[config.mk]
export PLATFORM = sky130hd
export DESIGN_NAME = if_fetch_stage
export DESIGN_NICKNAME = d
export VERILOG_FILES = /design/src/rtl/rv32i_types.sv /design/src/rtl/fetch_fifo.sv /design/src/rtl/if_fetch_stage.sv
export SDC_FILE = /design/constraint.sdc
export NUM_CORES = 1
export LEC_CHECK = 0
export BUFFER_PORTS_ARGS = -buffer_cell sky130_fd_sc_hd__clkbuf_2
export CAP_MARGIN = 10
export CORE_MARGIN = 4
export CORE_UTILIZATION = 27
export DETAILED_ROUTE_END_ITERATION = 10
export PLACE_DENSITY = 0.48
export SYNTH_ARGS = -nofsm -noshare
export SYNTH_HDL_FRONTEND = slang
export SYNTH_HIERARCHICAL = 1
export SYNTH_SLANG_ARGS = --single-unit
[constraint.sdc]
create_clock -name clk -period 16.1 [get_ports clk]
set_input_delay 3.22 -clock clk [delete_from_list [all_inputs] [get_ports clk]]
set_output_delay 3.22 -clock clk [all_outputs]
set_load 0.02 [all_outputs]
[src/rtl/rv32i_types.sv]
// Shared RV32I pipeline types: decode handoff record, fetch FSM states and
// instruction size.
package rv32i_types;

  localparam int INST_BYTES = 4;

  typedef struct packed {
    logic [31:0] pc;
    logic [31:0] inst;
    logic        valid;
  } if_id_t;

  typedef enum logic [1:0] {
    IDLE,
    WAIT,
    WAIT_DROP
  } fetch_state_t;

endpackage

[src/rtl/fetch_fifo.sv]
// Small prefetch FIFO holding {pc, inst} pairs between imem and decode.
// A synchronous clear overrides any push or pop in the same cycle.
module fetch_fifo #(
  parameter int WIDTH = 64,
  parameter int DEPTH = 2,
  localparam int PTR_W = $clog2(DEPTH),
  localparam int CNT_W = PTR_W + 1
) (
  input  logic             clk,
  input  logic             rst,
  input  logic             push,
  input  logic [WIDTH-1:0] push_data,
  input  logic             pop,
  input  logic             clear,
  output logic             full,
  output logic             empty,
  output logic [CNT_W-1:0] count,
  output logic [WIDTH-1:0] head
);

  logic [WIDTH-1:0] mem [DEPTH];
  logic [PTR_W-1:0] wr_ptr;
  logic [PTR_W-1:0] rd_ptr;

  // DEPTH is a power of two, so the pointers wrap on their own.
  always_ff @(posedge clk) begin
    if (rst || clear) begin
      wr_ptr <= '0;
      rd_ptr <= '0;
      count  <= '0;
    end else begin
      if (push) wr_ptr <= wr_ptr + 1'b1;
      if (pop)  rd_ptr <= rd_ptr + 1'b1;
      count <= count + CNT_W'(push) - CNT_W'(pop);
    end
  end

  always_ff @(posedge clk) begin
    if (push && !clear) mem[wr_ptr] <= push_data;
  end

  assign full  = (count == CNT_W'(DEPTH));
  assign empty = (count == '0);
  assign head  = mem[rd_ptr];

endmodule

[src/rtl/if_fetch_stage.sv]
// RV32I instruction-fetch stage: single-outstanding imem reads, prefetch FIFO,
// redirect squash. Define IF_PERF_CNT_EN to add fetched/dropped counters.
module if_fetch_stage
  import rv32i_types::*;
#(
  parameter logic [31:0] RESET_PC = 32'h1eceb000,
  parameter int          DEPTH    = 2
) (
  input  logic                       clk,
  input  logic                       rst,
  output logic [31:0]                imem_addr,
  output logic [3:0]                 imem_rmask,
  input  logic [31:0]                imem_rdata,
  input  logic                       imem_resp,
  input  logic                       redirect_valid,
  input  logic [31:0]                redirect_pc,
  input  logic                       id_stall,
  output logic [$bits(if_id_t)-1:0]  if_id
`ifdef IF_PERF_CNT_EN
  ,
  output logic [31:0]                perf_fetched,
  output logic [31:0]                perf_dropped
`endif
);

  localparam int CNT_W = $clog2(DEPTH) + 1;

  fetch_state_t     state;
  fetch_state_t     state_next;
  logic [31:0]      fetch_pc;
  logic [31:0]      req_pc;
  logic [31:0]      req_pc_inc;
  logic [31:0]      issue_pc;
  logic             kept_resp;
  logic             push;
  logic             pop;
  logic             room;
  logic             issue;
  logic             out_valid;
  logic             show_head;
  logic             fifo_full;
  logic             fifo_empty;
  logic [CNT_W-1:0] fifo_count;
  logic [63:0]      fifo_head;
  if_id_t           if_id_s;
  logic             redirect_pc_unused;

  assign redirect_pc_unused = ^redirect_pc[1:0];

  assign kept_resp  = (state == WAIT) && imem_resp && !redirect_valid;
  assign push       = kept_resp;
  assign out_valid  = !rst && !fifo_empty && !redirect_valid;
  assign pop        = out_valid && !id_stall;
  assign req_pc_inc = req_pc + 32'(INST_BYTES);
  assign issue_pc   = kept_resp ? req_pc_inc : fetch_pc;

  // Room is judged against the occupancy left after this cycle's push and pop.
  assign room = pop  ? (!push || !fifo_full)
              : push ? (fifo_count < CNT_W'(DEPTH - 1))
              :        !fifo_full;

  assign issue      = !rst && !redirect_valid && room &&
                      ((state == IDLE) || kept_resp);
  assign imem_addr  = issue ? issue_pc : fetch_pc;
  assign imem_rmask = issue ? 4'hf : 4'h0;

  always_comb begin
    state_next = state;
    unique case (state)
      IDLE:      if (issue) state_next = WAIT;
      WAIT: begin
        if (redirect_valid)  state_next = imem_resp ? IDLE : WAIT_DROP;
        else if (imem_resp)  state_next = issue ? WAIT : IDLE;
      end
      WAIT_DROP: if (imem_resp) state_next = IDLE;
      default:   state_next = IDLE;
    endcase
  end

  always_ff @(posedge clk) begin
    if (rst) begin
      state    <= IDLE;
      fetch_pc <= RESET_PC;
      req_pc   <= RESET_PC;
    end else begin
      state <= state_next;
      if (redirect_valid)  fetch_pc <= {redirect_pc[31:2], 2'b00};
      else if (kept_resp)  fetch_pc <= req_pc_inc;
      if (issue) req_pc <= issue_pc;
    end
  end

  fetch_fifo #(
    .WIDTH (64),
    .DEPTH (DEPTH)
  ) u_fifo (
    .clk       (clk),
    .rst       (rst),
    .push      (push),
    .push_data ({req_pc, imem_rdata}),
    .pop       (pop),
    .clear     (redirect_valid),
    .full      (fifo_full),
    .empty     (fifo_empty),
    .count     (fifo_count),
    .head      (fifo_head)
  );

  assign show_head     = !rst && !fifo_empty;
  assign if_id_s.valid = out_valid;
  assign if_id_s.pc    = show_head ? fifo_head[63:32] : 32'h0;
  assign if_id_s.inst  = show_head ? fifo_head[31:0]  : 32'h0;
  assign if_id         = if_id_s;

`ifdef IF_PERF_CNT_EN
  logic drop_resp;

  assign drop_resp = imem_resp &&
                     ((state == WAIT_DROP) || ((state == WAIT) && redirect_valid));

  // Dropped work counts discarded responses plus entries squashed by a redirect.
  always_ff @(posedge clk) begin
    if (rst) begin
      perf_fetched <= 32'h0;
      perf_dropped <= 32'h0;
    end else begin
      perf_fetched <= perf_fetched + 32'(push);
      perf_dropped <= perf_dropped + 32'(drop_resp) +
                      (redirect_valid ? 32'(fifo_count) : 32'h0);
    end
  end
`endif

endmodule

==> impl_metrics.tcl <==
set metrics [dict create \
    status "finished clean" \
    rsz0062_at_grt "no" \
    antenna_cells 0 \
    skew_ns 0.0121 \
    dp_hpwl_um 16300 \
    grt_pass1_vias 6317 \
    synth_warnings 6 \
    hold_ws_ns 0.485 \
    min_period_over_period_pct 57.6 \
    yosysTopAreaCell "edfxtp_1" \
    routed_wl_um 24800 \
    synth_enable_flop_cells 128 \
    wl_met1_um 12100 \
    place_area_mm2 0.0106 \
    clk_pin_slew_ns 0.07 \
    synth_seq_cells 199 \
    slowest_stage "or4_4" \
    grtUsageTotal_pct 12.8 \
    clock_path_buffers 2 \
    tightestPinTransition_ns 0.967 \
    cp.required_ns 12.88 \
    synthArstFlopShare_pct 0 \
    drtAntennaViolNets 0 \
    timing.fmax_ghz 0.108 \
    finalWorstSetupSlack_ns 6.83 \
    wl_per_cell_um 17.5 \
    antenna_found_initial 0 \
    grt_pass1_wl_um 37900 \
    synth_most_common_cell "edfxtp_1" \
    die_area_mm2 0.0382 \
    power_leakage_nw 4.37 \
    powerDensity_mw_per_mm2 94.7 \
    worstPathArrival_ns 6.05 \
    ys_types 70 \
    setup_viol 0 \
    drc 0 \
    fin_crit_ns 9.27 \
    r2r_end "u_fifo/mem[0][9]" \
    routed.top_layer "met4" \
    seq_area_frac_synth_pct 55.5 \
    post_cts_resized 0 \
    numCtsBuffers 17 \
    synth_top_area_share_pct 40.5 \
    fin_nets 1019 \
    route.met2.wl_um 11300 \
    start_util_pct 27.4 \
    max_cap_viol_count 0 \
    overflow 0 \
    drtPass1Iterations 5 \
    design.core.area_mm2 0.0346 \
    post_cts_buffers 0 \
    cts_tree "done" \
    dieHeight_um 195 \
    synthTopCellsByCount "edfxtp_1 (128), nand2_1 (90), dfxtp_1 (71)" \
    crit_chain "clkbuf_2 -> or4_4 -> mux2i_1 -> o211ai_4 -> buf_4 -> inv_2 -> nand2_1 -> nand2_1 -> clkbuf_2" \
    end_kind "primary output" \
    ios 170 \
    dr_wl_met3_um 992 \
    netlist_area_mm2 0.00948 \
    min_from "fetch_pc[1]" \
    drv_slew 0 \
    slowest_delay_ns 0.59 \
    rrSetupSlack_ns 12.37 \
    crit_fanout 50 \
    syn2layout_area_growth_pct 18.4 \
    avgSynthCellArea_um2 11.7 \
    design_area_mm2 0.0112 \
    relSlewSlack_pct 35.2 \
    drtIter0Drc 397 \
    fin_tns_setup_ns 0 \
    reg2reg_depth 6 \
    syn_nets 880 \
    grt_max_degree 71 \
    place.gp.congestion 0.742 \
    cp-start-kind "input pin" \
    holdPathEnd "fetch_pc[1]" \
    startpoint "redirect_valid" \
    fin_util_pct 32.4 \
    fill_cells 3506 \
    ir_drop_uv 64.8 \
    vias 6468 \
    yosys-top-cells-area "edfxtp_1 (41%), dfxtp_1 (15%), mux2_4 (9.5%)" \
    netlist_instances 808 \
    ys.flop_type "edfxtp_1" \
    port_buffers 167 \
    ctsHoldBuffers 0 \
    die_w_um 195 \
    root_buffer "clkbuf_16" \
    dp_slack_ns 6.78 \
    critPathKind "in -> out" \
    clock_sinks 199 \
    num_rows 68 \
    vias_per_cell 4.57 \
    worst_skew_pair.late_latency_ns 0.44 \
    reg2reg_from "state[1]" \
    hold_violations 0 \
    h-tree-depth 4 \
    hold_path.class "reg -> reg" \
    holdPathStages 2 \
    drive_gt1_share_pct 31.1 \
]
==> worst max-delay path by stage <==
stage / end / slack (ns)
4_1_cts: imem_addr[6] / 6.78
5_1_grt: imem_addr[6] / 6.60
6_report: imem_addr[6] / 6.83
3_5_place_dp: imem_addr[6] / 6.78
3_3_place_gp: imem_addr[5] / 6.82
2_1_floorplan: u_fifo/mem[0][0] / 6.52
==> report_power, final <==
group | leakage, nW | total [mW] | switching, mW | internal [mW]
sequential | 1.78 | 0.561 | 0.0108 | 0.550
clock | 0.287 | 0.431 | 0.210 | 0.221
combinational | 2.30 | 0.0708 | 0.0445 | 0.0264
total | 4.37 | 1.06 | 0.265 | 0.798
==> layout by cell type, fill, tap and decap left out, drive strengths merged, types with 7 or more instances in the layout <==
cell type,instances
edfxtp,128
clkbuf,184
nand2,90
xnor2,11
xor2,15
nor3,12
mux2,70
o31ai,11
nand4,16
inv,22
o21ai,39
dfxtp,71
buf,11
and3,7
a211o,12
and2,67
nand3,18
a21oi,44
nor2,45
==> registers in the layout, summed over array words and instances (netlist names), named ones only <==
name	count
u_fifo/wr_ptr	1
u_fifo/mem	128
u_fifo/rd_ptr	1
u_fifo/count	2
state	2
fetch_pc	32
req_pc	32
==> worst max-delay path: cells and delay by family <==
family | cells | cell delay, ns
buf+inv | 4 | 1.33
mux | 1 | 0.18
compound gates | 1 | 0.43
simple gates | 3 | 0.86
==> area by class of cell <==
class | instances | area (um^2) | area share (%)
clock buffer | 17 | 425 | 3.79
sequential | 199 | 5270 | 47.0
inverter | 12 | 45.0 | 0.401
tap | 455 | 569 | 5.07
timing repair buffer | 178 | 918 | 8.18
clock inverter | 15 | 154 | 1.37
multi-input combinational | 539 | 3840 | 34.2
==> metal layers <==
layer | GRT usage (%) | up-vias
met1 | 17.5 | 3062
li1 | - | 3219
met5 | 0 | -
met3 | 2.61 | 20
met4 | 3.85 | 0
met2 | 20.5 | 167
==> logic make-up (layout without fill, tap and decap cells) <==
group / after synthesis / after routing / synth area share (%)
flip-flops: 199 / 199 / 55.5
adder cells (fa/ha/maj): 3 / 3 / 0.396
XOR/XNOR: 27 / 27 / 2.64
multiplexers: 76 / 76 / 11.3
AND/OR/NAND/NOR: 282 / 282 / 15.5
buffers and inverters: 70 / 222 / 4.25
AO/OA/AOI/OAI: 151 / 151 / 10.3
==> metrics by stage <==
stage               instances  power [mW]
floorplan                 808       0.614
global placement         1383       0.644
detailed placement       1383       0.645
CTS                      1415        1.08
global route             1415        1.11
finish                   1415        1.06
No activity file was read; power rests on OpenSTA's default activity.
